## src/rtl/cache_event_monitor.sv

```systemverilog
// Cache access monitor: saturating per-way hit/miss counters, a ring trace buffer that a trigger can freeze, and a valid/ready drain port.
// Optional one-hot checking of way_hit (sticky err) is built when CACHE_MON_ONEHOT_CHK_EN is defined.
module cache_event_monitor #(
    parameter int WAYS  = 4,
    parameter int IDX_W = 8,
    parameter int CMD_W = 4,
    parameter int CNT_W = 32,
    parameter int DEPTH = 16,
    localparam int WAY_W = $clog2(WAYS),
    localparam int ENT_W = 1 + WAY_W + CMD_W + IDX_W
) (
    input  logic                  clk,
    input  logic                  rst_n,
    input  logic                  mon_en,
    input  logic                  clr,
    input  logic                  ev_valid,
    input  logic [WAYS-1:0]       way_hit,
    input  logic [IDX_W-1:0]      index,
    input  logic [CMD_W-1:0]      bit_cmd,
    input  logic                  trig,
    output logic                  rd_valid,
    input  logic                  rd_ready,
    output logic [ENT_W-1:0]      rd_data,
    output logic [WAYS*CNT_W-1:0] hit_cnt,
    output logic [CNT_W-1:0]      miss_cnt,
    output logic                  frozen,
    output logic                  ovf,
    output logic                  err
);

    localparam int PTR_W = $clog2(DEPTH);
    localparam int OCC_W = PTR_W + 1;

    typedef enum logic [1:0] {
        S_IDLE    = 2'd0,
        S_CAPTURE = 2'd1,
        S_FROZEN  = 2'd2
    } state_t;

    state_t state_q, state_d;

    logic             capture;
    logic             is_hit;
    logic [WAY_W-1:0] low_way;
    logic [ENT_W-1:0] entry;

    // clr wins over capture, so gating here keeps every consumer of capture consistent.
    assign capture = rst_n && !clr && (state_q == S_CAPTURE) && ev_valid;
    assign is_hit  = |way_hit;
    assign frozen  = (state_q == S_FROZEN);

    always_comb begin
        low_way = '0;
        for (int w = WAYS - 1; w >= 0; w--) begin
            if (way_hit[w]) begin
                low_way = WAY_W'(w);
            end
        end
    end

    assign entry = {is_hit, low_way, bit_cmd, index};

    always_ff @(posedge clk) begin
        if (!rst_n) begin
            state_q <= S_IDLE;
        end else begin
            state_q <= state_d;
        end
    end

    always_comb begin
        state_d = state_q;
        case (state_q)
            S_IDLE: begin
                if (mon_en) begin
                    state_d = S_CAPTURE;
                end
            end
            S_CAPTURE: begin
                if (trig) begin
                    state_d = S_FROZEN;
                end else if (!mon_en) begin
                    state_d = S_IDLE;
                end
            end
            S_FROZEN: state_d = S_FROZEN;
            default:  state_d = S_IDLE;
        endcase
        if (clr) begin
            state_d = S_IDLE;
        end
    end

    genvar gi;
    generate
        for (gi = 0; gi < WAYS; gi++) begin : g_way
            logic [CNT_W-1:0] cnt_q, cnt_d;

            always_comb begin
                cnt_d = cnt_q;
                if (clr) begin
                    cnt_d = '0;
                end else if (capture && is_hit && (low_way == WAY_W'(gi)) && (cnt_q != '1)) begin
                    cnt_d = cnt_q + CNT_W'(1);
                end
            end

            always_ff @(posedge clk) begin
                if (!rst_n) begin
                    cnt_q <= '0;
                end else begin
                    cnt_q <= cnt_d;
                end
            end

            assign hit_cnt[gi*CNT_W +: CNT_W] = cnt_q;
        end
    endgenerate

    logic [CNT_W-1:0] miss_q, miss_d;

    always_comb begin
        miss_d = miss_q;
        if (clr) begin
            miss_d = '0;
        end else if (capture && !is_hit && (miss_q != '1)) begin
            miss_d = miss_q + CNT_W'(1);
        end
    end

    always_ff @(posedge clk) begin
        if (!rst_n) begin
            miss_q <= '0;
        end else begin
            miss_q <= miss_d;
        end
    end

    assign miss_cnt = miss_q;

    logic [ENT_W-1:0] mem_q [DEPTH];
    logic [PTR_W-1:0] wr_ptr_q, wr_ptr_d, rd_ptr_q, rd_ptr_d;
    logic [OCC_W-1:0] count_q, count_d;
    logic             ovf_q, ovf_d;
    logic             pop, full;

    assign full = (count_q == OCC_W'(DEPTH));
    assign pop  = (count_q != '0) && rd_ready;

    // A write into a full buffer without a pop drops the oldest entry by advancing the read pointer.
    always_comb begin
        wr_ptr_d = wr_ptr_q;
        rd_ptr_d = rd_ptr_q;
        count_d  = count_q;
        ovf_d    = ovf_q;
        if (capture) begin
            wr_ptr_d = wr_ptr_q + PTR_W'(1);
        end
        if (pop) begin
            rd_ptr_d = rd_ptr_q + PTR_W'(1);
        end
        if (capture && !pop) begin
            if (full) begin
                rd_ptr_d = rd_ptr_q + PTR_W'(1);
                ovf_d    = 1'b1;
            end else begin
                count_d = count_q + OCC_W'(1);
            end
        end else if (pop && !capture) begin
            count_d = count_q - OCC_W'(1);
        end
        if (clr) begin
            wr_ptr_d = '0;
            rd_ptr_d = '0;
            count_d  = '0;
            ovf_d    = 1'b0;
        end
    end

    always_ff @(posedge clk) begin
        if (!rst_n) begin
            wr_ptr_q <= '0;
            rd_ptr_q <= '0;
            count_q  <= '0;
            ovf_q    <= 1'b0;
        end else begin
            wr_ptr_q <= wr_ptr_d;
            rd_ptr_q <= rd_ptr_d;
            count_q  <= count_d;
            ovf_q    <= ovf_d;
        end
    end

    always_ff @(posedge clk) begin
        if (capture) begin
            mem_q[wr_ptr_q] <= entry;
        end
    end

    assign rd_valid = (count_q != '0);
    assign rd_data  = mem_q[rd_ptr_q];
    assign ovf      = ovf_q;

`ifdef CACHE_MON_ONEHOT_CHK_EN
    logic err_q, err_d;
    logic multi_hot;

    assign multi_hot = |(way_hit & (way_hit - WAYS'(1)));

    always_comb begin
        err_d = err_q;
        if (clr) begin
            err_d = 1'b0;
        end else if (capture && multi_hot) begin
            err_d = 1'b1;
        end
    end

    always_ff @(posedge clk) begin
        if (!rst_n) begin
            err_q <= 1'b0;
        end else begin
            err_q <= err_d;
        end
    end

    assign err = err_q;
`else
    assign err = 1'b0;
`endif

endmodule

```

## config.mk

```make
export PLATFORM = sky130hd
export DESIGN_NAME = cache_event_monitor
export DESIGN_NICKNAME = d
export VERILOG_FILES = /design/src/rtl/cache_event_monitor.sv
export SDC_FILE = /design/constraint.sdc
export NUM_CORES = 1
export LEC_CHECK = 0
export CAP_MARGIN = 40
export CORE_MARGIN = 3
export CORE_UTILIZATION = 41
export CTS_BUF_LIST = sky130_fd_sc_hd__clkbuf_4
export DETAILED_ROUTE_END_ITERATION = 16
export PLACE_DENSITY = 0.71
export REMOVE_ABC_BUFFERS = 1
export SKIP_CTS_REPAIR_TIMING = 1
export SLEW_MARGIN = 30
export SYNTH_ARGS = -nofsm -noshare
export SYNTH_HDL_FRONTEND = slang
export SYNTH_SLANG_ARGS = --single-unit
```

## constraint.sdc

```tcl
create_clock -name clk -period 3.7 [get_ports clk]
set_input_delay 0.74 -clock clk [delete_from_list [all_inputs] [get_ports clk]]
set_output_delay 0.74 -clock clk [all_outputs]
set_load 0.005 [all_outputs]
```

==> impl_metrics.env <==
export IMPL_slew_violations=0
export IMPL_die_y_microns=216.6
export IMPL_io_pins=202
export IMPL_drive_gt1_share_pct=19.66
export IMPL_grt_pass1_wl_microns=72060
export IMPL_clk_insertion_delay_late_ns=0.82
export IMPL_antenna_found_initial=1
export IMPL_layout_common_cells="edfxtp_1 (240), clkdlybuf4s50_1 (185), dfxtp_1 (174)"
export IMPL_cp_cell_sequence="buf_12 -> buf_16 -> buf_12 -> mux4_2 -> mux4_2 -> dlymetal6s2s_1"
export IMPL_clk_path_buf_depth=3
export IMPL_cts_tree="built"
export IMPL_ys_seq_elements=416
export IMPL_synth_top_flop_cell="edfxtp_1"
export IMPL_start_util_pct=41.83
export IMPL_die_area_sq_um=46900
export IMPL_setup_violations=0
export IMPL_final_area_sq_um=22930
export IMPL_avgSynthCellArea_sq_um=12.54
export IMPL_hold_viol_final=0
export IMPL_final_common_cell="edfxtp_1"
export IMPL_yosysWarnings=0
export IMPL_grt_remaining_overflow=0
export IMPL_status="complete, no violations"
export IMPL_drtIter0Drc=854
export IMPL_wirelength_microns=46690
export IMPL_relSlewSlack_pct=44.50
export IMPL_rsz0062_at_grt="true"
export IMPL_grt_pass1_vias=13230
export IMPL_setup_tns_final_ns=0
export IMPL_yosysTopAreaCellShare_pct=39.64
export IMPL_slowest_delay_ns=0.53
export IMPL_rows=76
export IMPL_root_buffer="clkbuf_4"
export IMPL_h_tree_depth=3
export IMPL_num_vias=13630
export IMPL_critPathKind="register to output pin"
export IMPL_leakage_uw=0.007230
export IMPL_finalCritPeriodShare_pct=96.35
export IMPL_start_kind="register"
export IMPL_cap_violations=0
export IMPL_synth_area_leaders="edfxtp_1 (40%), dfxtp_1 (19%), mux4_2 (9.3%)"
export IMPL_cp_required_ns=2.96
export IMPL_cts_sinks=416
export IMPL_finClkSkew_ns=0.05208
export IMPL_portBuffers=200
export IMPL_drc_errors=0
export IMPL_clk_pin_slew_ns=0.06
export IMPL_cp_end_kind="output pin"
export IMPL_nets=1795
export IMPL_core_area_sq_um=43460
export IMPL_power_density_nw_per_um2=403.1
export IMPL_netlist_instances=1450
export IMPL_finalPower_uw=9243
export IMPL_async_flop_share_pct=0
export IMPL_arrival_ns=2.82
export IMPL_drtPass1Iterations=5
export IMPL_hp_class="register to register"
export IMPL_grt_start_max_net_pins=63
export IMPL_timing_fmax_ghz=0.2805
export IMPL_min_period_ns=3.565
export IMPL_postPlaceCellArea_sq_um=21140
export IMPL_fin_util_pct=52.77
export IMPL_cp_slowest_cell="mux4_2"
export IMPL_synth_top_cell_by_area="edfxtp_1"
export IMPL_ys_types=71
export IMPL_hpwlAfterDp_microns=30230
export IMPL_detail_route_wl_per_cell_microns=19.20
export IMPL_die_width_microns=216.6
export IMPL_peakVddDrop_uv=274.2
export IMPL_area_growth_pct=26.15
export IMPL_worstMarginPinSlew_ns=0.8289
export IMPL_cts_buffers=107
export IMPL_netlist_area_sq_um=18180
export IMPL_synth_edf_count=240
export IMPL_detail_route_antenna_nets=0
export IMPL_crit_path_max_fanout=13
export IMPL_via_per_inst=5.603
export IMPL_grt_total_usage_pct=19.19
export IMPL_seq_area_frac_synth_pct=59.03
export IMPL_gp_congestion=0.8406
==> cell families (layout without fill, tap and decap cells) <==
group | count (synthesis) | count (layout) | share of synthesized area [%]
buffers and inverters | 104 | 500 | 2.423
other | 1 | 2 | 0.02063
AND/OR/NAND/NOR | 521 | 521 | 16.39
XOR/XNOR | 24 | 24 | 1.156
multiplexers | 104 | 104 | 10.89
adder cells (fa/ha/maj) | 14 | 14 | 1.005
flip-flops | 416 | 416 | 59.03
AO/OA/AOI/OAI | 266 | 266 | 9.092
==> critical path, delay by kind of cell, from the launching register on <==
| family | cells | cell delay, ns |
|---|---|---|
| flip-flops | 1 | 0.38 |
| multiplexers | 2 | 1.05 |
| buffers and inverters | 4 | 0.58 |
==> flip-flops by register name, summed over array words and instances (netlist names) <==
signal,cells
g_way.cnt_q,128
mem_q,240
count_q,5
miss_cnt,32
wr_ptr_q,4
rd_ptr_q,4
state_q,2
ovf,1
==> routing by layer <==
metal,track usage (%),routed length [microns],vias up,share of wire [%]
met5,0,0,-,0
met4,6.500,1149,0,2.5
met3,7.179,3963,88,8.5
met2,30.45,22400,420,48
met1,24.30,19180,6686,41
li1,-,-,6433,-
==> per-stage QoR <==
step	std cells	hold WS (ns)	setup slack [ns]
6_report	2432	0.4894	0.1352
5_1_grt	2432	0.4406	-0.04824
4_1_cts	2406	0.4119	-0.3520
3_5_place_dp	2209	0.4816	0.1297
3_3_place_gp	2208	0.4697	0.1983
2_1_floorplan	1371	0.4605	-0.8595
==> Yosys cell counts (all sizes together) (5+ instances only) <==
| library cell | count |
|---|---|
| and3 | 7 |
| a211oi | 5 |
| o211ai | 11 |
| dfxtp | 176 |
| nand2 | 113 |
| nor3 | 15 |
| o31a | 5 |
| nor4b | 5 |
| inv | 25 |
| edfxtp | 240 |
| or3 | 49 |
| nand4 | 51 |
| nor4 | 27 |
| nor2 | 67 |
| and4 | 21 |
| ha | 13 |
| o31ai | 63 |
| buf | 30 |
| a21oi | 104 |
| xnor2 | 18 |
| mux2i | 29 |
| clkbuf | 49 |
| or4 | 67 |
| nand3 | 49 |
| xor2 | 6 |
| or2 | 7 |
| o21ai | 49 |
| mux4 | 75 |
| nand2b | 23 |
| a31oi | 6 |
==> cell type report <==
cell class	count	area, sq um
Fill cell	3705	20520
Sequential cell	416	10740
Multi-Input combinational cell	930	7074
Timing Repair Buffer	278	2839
Clock buffer	165	1239
Tap cell	585	732.0
Clock inverter	32	215.2
Inverter	25	93.84
Antenna cell	1	2.502
==> final timing paths <==
path                startpoint                 to  slack (ns)  cells after the start
max reg2reg         count_q[0]         count_q[4]        0.95                     10
max                rd_ptr_q[0]        rd_data[12]        0.14                      6
min reg2reg  g_way[2].cnt_q[5]  g_way[2].cnt_q[5]        0.49                      2
min          g_way[2].cnt_q[5]  g_way[2].cnt_q[5]        0.49                      2
==> power breakdown <==
group	internal (uW)	switching [uW]
logic	99.6	137
clock network	2240	1880
registers	4890	4.48
total	7220	2020
(Power assumes the default switching activity.)
